**src/rtl/pong_pkg.sv**
```systemverilog
// Shared Pong types and default geometry, used by the ball engine and by render.
package pong_pkg;

  localparam int unsigned PONG_CORDW        = 10;
  localparam int unsigned PONG_H_RES        = 640;
  localparam int unsigned PONG_V_RES        = 480;
  localparam int unsigned PONG_BALL_SIZE    = 8;
  localparam int unsigned PONG_BALL_SPEED   = 2;
  localparam int unsigned PONG_PAD_W        = 8;
  localparam int unsigned PONG_PAD_H        = 48;
  localparam int unsigned PONG_PAD_X_L      = 16;
  localparam int unsigned PONG_PAD_X_R      = 616;
  localparam int unsigned PONG_AI_SPEED     = 2;
  localparam int unsigned PONG_SERVE_FRAMES = 60;
  localparam int unsigned SCORE_W           = 4;

  typedef enum logic [2:0] {
    IDLE,
    PADDLES,
    SERVE_WAIT,
    MOVE,
    BOUNCE
  } state_t;

  typedef enum logic {
    DIR_NEG = 1'b0,
    DIR_POS = 1'b1
  } dir_t;

  // Score increment that sticks at the maximum value.
  function automatic logic [SCORE_W-1:0] score_inc(input logic [SCORE_W-1:0] s);
    return (s == '1) ? s : s + SCORE_W'(1);
  endfunction

endpackage

```
**src/rtl/pong_ai_paddle.sv**
```systemverilog
// Right-paddle tracker: steps the paddle toward the ball centre, clamped to the play area.
module pong_ai_paddle #(
  parameter int unsigned CORDW     = 10,
  parameter int unsigned V_RES     = 480,
  parameter int unsigned BALL_SIZE = 8,
  parameter int unsigned PAD_H     = 48,
  parameter int unsigned AI_SPEED  = 2
) (
  input  logic [CORDW-1:0] ball_y,
  input  logic [CORDW-1:0] pad_y,
  output logic [CORDW-1:0] pad_y_next_c
);

  localparam int unsigned W1 = CORDW + 1;

  logic [W1-1:0] ball_c;
  logic [W1-1:0] pad_c;
  logic [W1-1:0] pad_max;
  logic [W1-1:0] pad_dn;

  always_comb begin
    ball_c       = W1'(ball_y) + W1'(BALL_SIZE / 2);
    pad_c        = W1'(pad_y) + W1'(PAD_H / 2);
    pad_max      = W1'(V_RES - PAD_H);
    pad_dn       = W1'(pad_y) + W1'(AI_SPEED);
    pad_y_next_c = pad_y;
    // Differences below AI_SPEED hold the paddle still to avoid jitter.
    if ((ball_c > pad_c) && ((ball_c - pad_c) >= W1'(AI_SPEED))) begin
      pad_y_next_c = (pad_dn > pad_max) ? CORDW'(pad_max) : CORDW'(pad_dn);
    end else if ((pad_c > ball_c) && ((pad_c - ball_c) >= W1'(AI_SPEED))) begin
      pad_y_next_c = (W1'(pad_y) < W1'(AI_SPEED)) ? '0 : CORDW'(W1'(pad_y) - W1'(AI_SPEED));
    end
  end

endmodule

```
**src/rtl/pong_ball_engine.sv**
```systemverilog
// Per-frame Pong state engine: on each vsync falling edge updates paddles, ball and scores.
module pong_ball_engine
  import pong_pkg::*;
#(
  parameter int unsigned CORDW        = PONG_CORDW,
  parameter int unsigned H_RES        = PONG_H_RES,
  parameter int unsigned V_RES        = PONG_V_RES,
  parameter int unsigned BALL_SIZE    = PONG_BALL_SIZE,
  parameter int unsigned BALL_SPEED   = PONG_BALL_SPEED,
  parameter int unsigned PAD_W        = PONG_PAD_W,
  parameter int unsigned PAD_H        = PONG_PAD_H,
  parameter int unsigned PAD_X_L      = PONG_PAD_X_L,
  parameter int unsigned PAD_X_R      = PONG_PAD_X_R,
  parameter int unsigned AI_SPEED     = PONG_AI_SPEED,
  parameter int unsigned SERVE_FRAMES = PONG_SERVE_FRAMES
) (
  input  logic               i_clk,
  input  logic               n_btn_rst,
  input  logic               n_vsync,
  input  logic               i_pad_valid,
  input  logic [CORDW-1:0]   i_pad_y,
  output logic [CORDW-1:0]   o_ball_x,
  output logic [CORDW-1:0]   o_ball_y,
  output logic [CORDW-1:0]   o_pad_l_y,
  output logic [CORDW-1:0]   o_pad_r_y,
  output logic [SCORE_W-1:0] o_score_l,
  output logic [SCORE_W-1:0] o_score_r,
  output logic               o_update_done
);

  localparam int unsigned W1       = CORDW + 1;
  localparam int unsigned SW       = $clog2(SERVE_FRAMES + 1);
  localparam int unsigned BALL_X0  = (H_RES - BALL_SIZE) / 2;
  localparam int unsigned BALL_Y0  = (V_RES - BALL_SIZE) / 2;
  localparam int unsigned PAD_Y0   = (V_RES - PAD_H) / 2;
  localparam int unsigned PAD_MAX  = V_RES - PAD_H;
  localparam int unsigned BALL_XMX = H_RES - BALL_SIZE;
  localparam int unsigned BALL_YMX = V_RES - BALL_SIZE;

  state_t          state;
  logic            vsync_cur;
  logic            vsync_prev;
  logic            trigger;
  dir_t            dx;
  dir_t            dy;
  logic            miss_l;
  logic            miss_r;
  logic [CORDW-1:0] pad_req;
  logic [SW-1:0]    serve_cnt;

  logic [W1-1:0]    x_ext;
  logic [W1-1:0]    y_ext;
  logic [CORDW-1:0] x_mv;
  logic [CORDW-1:0] y_mv;
  dir_t             dy_mv;
  logic             miss_l_mv;
  logic             miss_r_mv;
  logic             hit_l;
  logic             hit_r;
  logic [CORDW-1:0] pad_l_next;
  logic [CORDW-1:0] pad_r_next;

  assign trigger = vsync_prev & ~vsync_cur;

  pong_ai_paddle #(
    .CORDW     (CORDW),
    .V_RES     (V_RES),
    .BALL_SIZE (BALL_SIZE),
    .PAD_H     (PAD_H),
    .AI_SPEED  (AI_SPEED)
  ) u_ai (
    .ball_y       (o_ball_y),
    .pad_y        (o_pad_r_y),
    .pad_y_next_c (pad_r_next)
  );

  // Next-frame ball position with wall reflection and goal-line detection.
  always_comb begin
    x_ext      = W1'(o_ball_x);
    y_ext      = W1'(o_ball_y);
    pad_l_next = (W1'(pad_req) > W1'(PAD_MAX)) ? CORDW'(PAD_MAX) : pad_req;
    y_mv       = o_ball_y;
    x_mv       = o_ball_x;
    dy_mv      = dy;
    miss_l_mv  = 1'b0;
    miss_r_mv  = 1'b0;
    if (dy == DIR_POS) begin
      if ((y_ext + W1'(BALL_SPEED)) >= W1'(BALL_YMX)) begin
        y_mv  = CORDW'(BALL_YMX);
        dy_mv = DIR_NEG;
      end else begin
        y_mv = CORDW'(y_ext + W1'(BALL_SPEED));
      end
    end else begin
      if (y_ext < W1'(BALL_SPEED)) begin
        y_mv  = '0;
        dy_mv = DIR_POS;
      end else begin
        y_mv = CORDW'(y_ext - W1'(BALL_SPEED));
      end
    end
    if (dx == DIR_NEG) begin
      if (x_ext < W1'(BALL_SPEED)) begin
        x_mv      = '0;
        miss_l_mv = 1'b1;
      end else begin
        x_mv = CORDW'(x_ext - W1'(BALL_SPEED));
      end
    end else begin
      if ((x_ext + W1'(BALL_SPEED)) > W1'(BALL_XMX)) begin
        x_mv      = CORDW'(BALL_XMX);
        miss_r_mv = 1'b1;
      end else begin
        x_mv = CORDW'(x_ext + W1'(BALL_SPEED));
      end
    end
  end

  // Paddle contact tests on the already-moved ball.
  always_comb begin
    hit_l = (dx == DIR_NEG)
          && (x_ext <= W1'(PAD_X_L + PAD_W))
          && ((x_ext + W1'(BALL_SIZE)) > W1'(PAD_X_L))
          && ((y_ext + W1'(BALL_SIZE)) > W1'(o_pad_l_y))
          && (y_ext < (W1'(o_pad_l_y) + W1'(PAD_H)));
    hit_r = (dx == DIR_POS)
          && ((x_ext + W1'(BALL_SIZE)) >= W1'(PAD_X_R))
          && (x_ext < W1'(PAD_X_R + PAD_W))
          && ((y_ext + W1'(BALL_SIZE)) > W1'(o_pad_r_y))
          && (y_ext < (W1'(o_pad_r_y) + W1'(PAD_H)));
  end

  always_ff @(posedge i_clk or negedge n_btn_rst) begin
    if (!n_btn_rst) begin
      state         <= IDLE;
      vsync_cur     <= 1'b1;
      vsync_prev    <= 1'b1;
      dx            <= DIR_POS;
      dy            <= DIR_POS;
      miss_l        <= 1'b0;
      miss_r        <= 1'b0;
      pad_req       <= CORDW'(PAD_Y0);
      serve_cnt     <= SW'(SERVE_FRAMES);
      o_ball_x      <= CORDW'(BALL_X0);
      o_ball_y      <= CORDW'(BALL_Y0);
      o_pad_l_y     <= CORDW'(PAD_Y0);
      o_pad_r_y     <= CORDW'(PAD_Y0);
      o_score_l     <= '0;
      o_score_r     <= '0;
      o_update_done <= 1'b0;
    end else begin
      vsync_cur     <= n_vsync;
      vsync_prev    <= vsync_cur;
      o_update_done <= 1'b0;
      if (i_pad_valid) begin
        pad_req <= i_pad_y;
      end
      case (state)
        IDLE: begin
          if (trigger) begin
            state <= PADDLES;
          end
        end
        PADDLES: begin
          o_pad_l_y <= pad_l_next;
          o_pad_r_y <= pad_r_next;
          state     <= (serve_cnt != '0) ? SERVE_WAIT : MOVE;
        end
        SERVE_WAIT: begin
          serve_cnt     <= serve_cnt - SW'(1);
          o_update_done <= 1'b1;
          state         <= IDLE;
        end
        MOVE: begin
          o_ball_x <= x_mv;
          o_ball_y <= y_mv;
          dy       <= dy_mv;
          miss_l   <= miss_l_mv;
          miss_r   <= miss_r_mv;
          state    <= BOUNCE;
        end
        BOUNCE: begin
          if (miss_l) begin
            o_score_r <= score_inc(o_score_r);
            o_ball_x  <= CORDW'(BALL_X0);
            o_ball_y  <= CORDW'(BALL_Y0);
            dx        <= DIR_NEG;
            serve_cnt <= SW'(SERVE_FRAMES);
          end else if (miss_r) begin
            o_score_l <= score_inc(o_score_l);
            o_ball_x  <= CORDW'(BALL_X0);
            o_ball_y  <= CORDW'(BALL_Y0);
            dx        <= DIR_POS;
            serve_cnt <= SW'(SERVE_FRAMES);
          end else if (hit_l) begin
            o_ball_x <= CORDW'(PAD_X_L + PAD_W);
            dx       <= DIR_POS;
          end else if (hit_r) begin
            o_ball_x <= CORDW'(PAD_X_R - BALL_SIZE);
            dx       <= DIR_NEG;
          end
          miss_l        <= 1'b0;
          miss_r        <= 1'b0;
          o_update_done <= 1'b1;
          state         <= IDLE;
        end
        default: state <= IDLE;
      endcase
    end
  end

endmodule

```
**config.mk**
```make
export PLATFORM = sky130hd
export DESIGN_NAME = pong_ball_engine
export DESIGN_NICKNAME = d
export VERILOG_FILES = /design/src/rtl/pong_pkg.sv /design/src/rtl/pong_ai_paddle.sv /design/src/rtl/pong_ball_engine.sv
export SDC_FILE = /design/constraint.sdc
export NUM_CORES = 1
export LEC_CHECK = 0
export ABC_AREA = 1
export BUFFER_PORTS_ARGS = -buffer_cell sky130_fd_sc_hd__buf_2
export CORE_UTILIZATION = 40
export DETAILED_ROUTE_END_ITERATION = 10
export SLEW_MARGIN = 20
export SYNTH_ARGS = -nofsm -noshare
export SYNTH_HDL_FRONTEND = slang
export SYNTH_SLANG_ARGS = --single-unit
export TNS_END_PERCENT = 30
```
**constraint.sdc**
```tcl
create_clock -name i_clk -period 6.8 [get_ports i_clk]
set_input_delay 0 -clock i_clk [delete_from_list [all_inputs] [get_ports i_clk]]
set_output_delay 0 -clock i_clk [all_outputs]
set_load 0.005 [all_outputs]
```
==> results of run 1 <==
-- timing repair --
action,in CTS,in global routing
endpoints found under the hold margin,52,0
buffers inserted,0,0
hold buffers,13,0
-- stage by stage --
step           utilization, %  area, um^2  worst slack (ns)  hold WS [ns]  cells
6_report                 46.1        8280              2.98        0.0184   1378
3_5_place_dp             43.4        7800              3.04         0.106   1349
5_1_grt                  46.1        8280              2.69        0.0401   1378
4_1_cts                  46.1        8280              2.99        0.0126   1378
2_1_floorplan               -        7360              3.54        -0.296   1086
3_3_place_gp             43.4        7800              3.01         0.107   1349
-- cell usage in the layout, fill, tap and decap left out, types with 6 or more instances in the layout --
master,instances
a21oi_1,40
a31oi_1,8
buf_2,58
clkbuf_16,9
dfrtp_1,41
dfstp_2,30
dlygate4sd3_1,13
ha_1,76
inv_1,151
inv_2,6
mux2_2,9
nand2_1,284
nand2_2,17
nand3_1,100
nand4_1,13
nor2_1,109
o21ai_0,44
o21ai_1,7
xnor2_1,6
xor2_1,44
-- worst paths after layout --
| check | start | to | slack, ns | cells past startpoint |
|---|---|---|---|---|
| hold / removal | i_pad_valid | pad_req[6] | 0.02 | 2 |
| min in group asynchronous | n_btn_rst | o_pad_r_y[1] | 0.32 | 2 |
| setup reg to reg | o_ball_y[3] | o_pad_r_y[1] | 2.98 | 18 |
| max in group asynchronous | n_btn_rst | o_pad_l_y[0] | 5.87 | 2 |
| hold reg to reg | vsync_cur | vsync_prev | 0.38 | 0 |
| setup / recovery | o_ball_y[3] | o_pad_r_y[1] | 2.98 | 18 |
-- metal layers --
metal,vias to the layer above,share of wire (%)
met1,3151,47
met5,-,0
met4,0,2.0
met2,155,48
li1,3578,-
met3,24,3.6
-- kinds of logic after synthesis --
logic type               Yosys count
AO/OA/AOI/OAI                    119
XOR/XNOR                          50
adder cells (fa/ha/maj)           78
buffers and inverters            186
flip-flops                        71
multiplexers                       9
other                              2
AND/OR/NAND/NOR                  568
-- sequential cells by signal, indices dropped and copies added (netlist names) --
signal         count
o_score_l          4
dy                 1
o_ball_x           9
vsync_prev         1
o_pad_r_y          9
miss_r             1
o_score_r          4
o_ball_y           9
o_pad_l_y         10
pad_req           10
state              3
dx                 1
o_update_done      1
serve_cnt          6
miss_l             1
vsync_cur          1
-- cell type report --
| type | instances | area (um^2) | area share [%] |
|---|---|---|---|
| Clock buffer | 12 | 267 | 3.22 |
| Clock inverter | 4 | 76.3 | 0.922 |
| Inverter | 160 | 603 | 7.29 |
| Multi-Input combinational cell | 829 | 4800 | 57.9 |
| Sequential cell | 71 | 1810 | 21.9 |
| Tap cell | 229 | 287 | 3.46 |
| Timing Repair Buffer | 73 | 435 | 5.26 |
==> results.md, run 1 <==
* Status: finished, final reports clean
* Routability congestion estimate at between 0.9 and 1
* Slowest CP cell: dfstp_2
* Post-synth top cells: nand2_1 (284), inv_1 (151), nor2_1 (109)
* Top cells by area, synth: nand2_1 (15%), dfrtp_1 (14%), ha_1 (13%)
* Drt initial violations at roughly 350
* Max Fanout on Critical Path at 10
* Vias in the first global route at 6,623
* Met1 Use GR at between 20 and 30%
* Simple-gate share of the synthesized area at 35.0%
* Minimum clock period at 3.82 ns
* Top_reg_cell synth: dfrtp_1
* Filler instances at ~1.8k
* CP top delay family: simple AND/OR/NAND/NOR gates
* Crit path top cell by count: nand2_1
* Drt via density at between 5 and 6
* Cell Chain, Critical Path: ha_1, nand2_1, inv_1, nand2_1, xor2_1, nor2_1, a21oi_1, inv_1, ha_1, nand2_1, nor2_4, nand3_1, a31oi_4, nand2_8, nand2_8, nand2_8, nand2_2, nand2_1
* TritonCTS clock tree: yes
* RSZ-0062 raised after global routing: no
* Initial Util at between 40% and 50%
* P&R area growth vs syn at 12.7%
* GRT Util Overall at between 20% and 30%
* Ports at 63
* # rows at 49
* Post-synth top area cell: nand2_1
* Port bufs at a little under 60
* Synth top area share at about 15%
* Max-slew headroom at 39.1%
* Clk pin slew, worst setup/hold paths at ~0.06 ns
* CTS sink count at just over 70
* Hold Fails Final Rpt at 0
* Root Buffer: clkbuf_16
* Max-slew violations at 0
* Post-DP HPWL at about 15 mm
* Setup TNS at 0 ns
* Crit path buf inv count at 2
* Synth Area in XOR/XNOR at 5.96%
* Diode count at 0
* WP data arrival at slightly above 4 ns
* Combinational family with the most area after synthesis: simple AND/OR/NAND/NOR gates
* GRT met3 Usage at 2.76%
* Max-cap violation count at 0
* Worst Path Required at between 7 and 8 ns
* Cell with the most instances after synthesis: nand2_1
* Max clock buf depth at 2
* Number of synthesized flops with an enable pin at 0
* Critical Path End Type: register
* Global routing's busiest layer: met2
* Yosys reg bits at 71
* Post-Synthesis Cells at about 1.1k
* Die Span X at between 100 and 150 um
* Post-synthesis mux area share at ~1.4%
* Core ar. at approximately 18,000 um^2
* M2 GR Usage at approximately 38%
* Period utilisation layout at between 50% and 60%
* Synth Area in Compound Gates at about 9.1%
* Final setup violating endpoints at 0
* Initial antenna violation count at 0
* Critical path type: reg2reg
* H-tree depth at 3
* Worst Max-Slew Pin Slew at roughly 0.91 ns
* Total number of vias at 6,908
* Fmax at approximately 260 MHz
* Post-synthesis sequential area ratio at about a quarter
* Yosys warns at 0
* CP max stage delay at around 0.7 ns
* Die area at 18,900 um^2
* CTS buffer count at 9
* Post-DRT Antenna Nets at 0
* Share of cells above drive strength 1 at roughly 15%
* Total iterations of the first detailed-routing run at 5
* Asr flop ratio synth at between 90% and 100%
* WL/cell at 14.2 um
* Clk_lat worst skew at about 0.35 ns
* Mapped Area at between 7000 and 8000 um^2
* Adder-Cell Fraction of Synth Area at ~13%
* Final wirelength at roughly 20 mm
* Post_cts resized at 0
* Avg Cell Area, Syn at between 6 and 7 um^2
* GRT overflow at 0
* Die Y at approximately 140 um
* Nets at approximately 1.2k
* First-pass GRT wire length at between 30 and 40 mm
* Remaining DRCs at 0
* Yosys cell types at between 50 and 60
* Hold crit path type: in2reg
* Largest net degree at the start of global routing at a little over 70
* Kind of launch point of the worst setup path: register
* Clock skew at 0.00578 ns
Power of run 1 is not shown: default switching activity piles up to over one toggle a cycle in this logic, so the estimate is an artifact.
==> inputs of run 2 (changes only) <==
Clock period 6.8 ns to 3.2 ns, I/O delays scaled along.
==> run 2 against run 1 <==
- clock skew increased by 0.0011 ns
- clock-buffer cell count unchanged
- worst hold slack improved by 0.0028 ns
- global-route usage increased by 1.2 points
- final cell count increased by 4.3%
- critical path depth increased by 1
- sequential share of layout area decreased by 1.9 points
- fmax increased by 26%
- critical path type unchanged
==> results.md, run 2 (synthesis gave the netlist of run 1 again) <==
* Diode count at 0 (unchanged)
* Post-Layout Cell Count at 1,437 (was 1,378)
* Vias in the first global route at 7,009 (was 6,623)
* Total number of vias at 7,249 (was 6,908)
* Max clock buf depth at 2 (unchanged)
* Hold Fails Final Rpt at 0 (unchanged)
* Initial Util at 40.9% (unchanged)
* Nets at 1,295 (was 1,236)
* Max-cap violation count at 0 (unchanged)
* Max Fanout on Critical Path at 8 (was 10)
* Max-slew violations at 0 (unchanged)
* # rows at 49 (unchanged)
* TritonCTS clock tree: yes (unchanged)
* Port bufs at 59 (unchanged)
* Worst hold stages at 3 (was 2)
* WL/cell at 14.2 um (about the same)
* Routability congestion estimate at 0.915 (was 0.903)
* Final setup violating endpoints at 0 (unchanged)
* Design area at 9060 um^2 (was 8280 um^2)
* CTS buffer count at 9 (unchanged)
* Commonest non-fill, non-tap cells in the layout: nand2_1 (277), inv_1 (146), nor2_1 (101) (was nand2_1 (284), inv_1 (151), nor2_1 (109))
* DP Area at 8200 um^2 (was 7800 um^2)
* GRT Util Overall at 23.0% (was 21.8%)
* Max-slew headroom at 37.6% (was 39.1%)
* Core ar. at 18,000 um^2 (unchanged)
* Fin util at 50.4% (was 46.1%)
* Most common cell after layout, fill and taps aside: nand2_1 (unchanged)
* Filler instances at 1,809 (was 1,845)
* Worst Path Required at 3.43 ns (was 7.03 ns)
* Post-DRT Antenna Nets at 0 (unchanged)
* H-tree depth at 3 (unchanged)
* Post-DP HPWL at 16.0 mm (was 15.1 mm)
* Setup TNS at 0 ns (unchanged)
* Die Span X at 138 um (unchanged)
* Initial antenna violation count at 0 (unchanged)
* Critical path type: reg2reg (unchanged)
* P&R area growth vs syn at 23.4% (was 12.7%)
* Placed cell count at 1,399 (was 1,349)
* Kind of launch point of the worst setup path: register (unchanged)
* Fmax at 329 MHz (was 262 MHz)
* Biggest regs: o_pad_l_y x10, pad_req x10 (unchanged)
* First-pass GRT wire length at 33.9 mm (was 32.2 mm)
* Clock skew at 0.00687 ns (was 0.00578 ns)
* Reg2reg path depth at 19 (was 18)
* Worst Max-Slew Pin Slew at 0.936 ns (was 0.914 ns)
* Share of cells above drive strength 1 at 23.5% (was 14.9%)
* Clk_lat worst skew at 0.34 ns (was 0.35 ns)
* Total iterations of the first detailed-routing run at 5 (unchanged)
* Minimum clock period at 3.04 ns (was 3.82 ns)
* Critical Path End Type: register (unchanged)
* Period utilisation layout at 94.9% (was 56.1%)
* CTS sink count at 71 (unchanged)
* GRT overflow at 0 (unchanged)
* WP data arrival at 3.27 ns (was 4.05 ns)
* RSZ-0062 raised after global routing: yes (was no)
* Drt initial violations at 307 (was 348)
* Drt via density at 5.04 (was 5.01)
* Die Y at 138 um (unchanged)
* Ports at 63 (unchanged)
* Final wirelength at 20.4 mm (was 19.6 mm)
* Status: finished, final reports clean (unchanged)
* Hold crit path type: in2reg (unchanged)
* Root Buffer: clkbuf_16 (unchanged)
* Largest net degree at the start of global routing at 72 (unchanged)
* Remaining DRCs at 0 (unchanged)
* Die area at 18,900 um^2 (unchanged)
* Clk pin slew, worst setup/hold paths at 0.06 ns (about the same)
-- run 2: through the flow --
step | hold slack, ns | worst slack (ns)
final | 0.0212 | 0.164
after global routing | 0.0564 | -0.00513
after CTS | 0.0172 | 0.00284
after detailed placement | 0.116 | -0.165
after global placement | 0.116 | -0.173
after floorplan | -0.296 | 0.00290
-- run 2: worst max-delay path, cell delays in order, from the launching register on --
cell,delay (ns)
dfstp_2,0.55
inv_1,0.06
ha_1,0.22
nor3_2,0.16
xor2_1,0.25
inv_1,0.11
ha_4,0.29
nand2_4,0.13
inv_2,0.06
a21oi_2,0.20
nand2_1,0.07
nand2_1,0.08
nand3_2,0.09
nor2_4,0.11
nand3_4,0.14
buf_6,0.17
nand3_1,0.06
nand2_1,0.05
nand3_1,0.06
nand2_1,0.05
-- run 2: layout make-up --
class	instances	area, um^2	share of cell area (%)
multi-input cells	832	5170	57.0
flip-flops and latches	71	1820	20.0
repair buffers	129	883	9.75
inverters	160	603	6.65
well taps	229	287	3.16
clock buffers	12	236	2.61
clock inverters	4	70.1	0.773
-- run 2: worst paths after layout --
path / startpoint / endpoint / slack [ns]
worst max-delay path: o_pad_r_y[3] / o_pad_r_y[2] / 0.16
worst min-delay path: i_pad_valid / pad_req[4] / 0.02
worst max register to register: o_pad_r_y[3] / o_pad_r_y[2] / 0.16
worst min register to register: vsync_cur / vsync_prev / 0.37
max in group asynchronous: n_btn_rst / o_ball_y[8] / 2.25
min in group asynchronous: n_btn_rst / o_pad_r_y[1] / 0.32
-- run 2: repair_timing --
| item | CTS | global route |
|---|---|---|
| gates cloned | 0 | 3 |
| setup buffers | 0 | 6 |
| endpoints found under the setup margin | 9 | 13 |
| hold buffers | 13 | 0 |
| resized for setup | 7 | 72 |
| endpoints found under the hold margin | 52 | 0 |
| pin swaps | 0 | 25 |
-- run 2: layer usage --
| metal | vias up | share of wire [%] | track usage, % |
|---|---|---|---|
| met3 | 35 | 4.3 | 3.35 |
| met5 | - | 0 | 0 |
| met1 | 3345 | 46 | 29.1 |
| met4 | 0 | 2.5 | 9.04 |
| li1 | 3697 | - | - |
| met2 | 172 | 48 | 39.3 |
Power of run 2 is left out for the same reason.
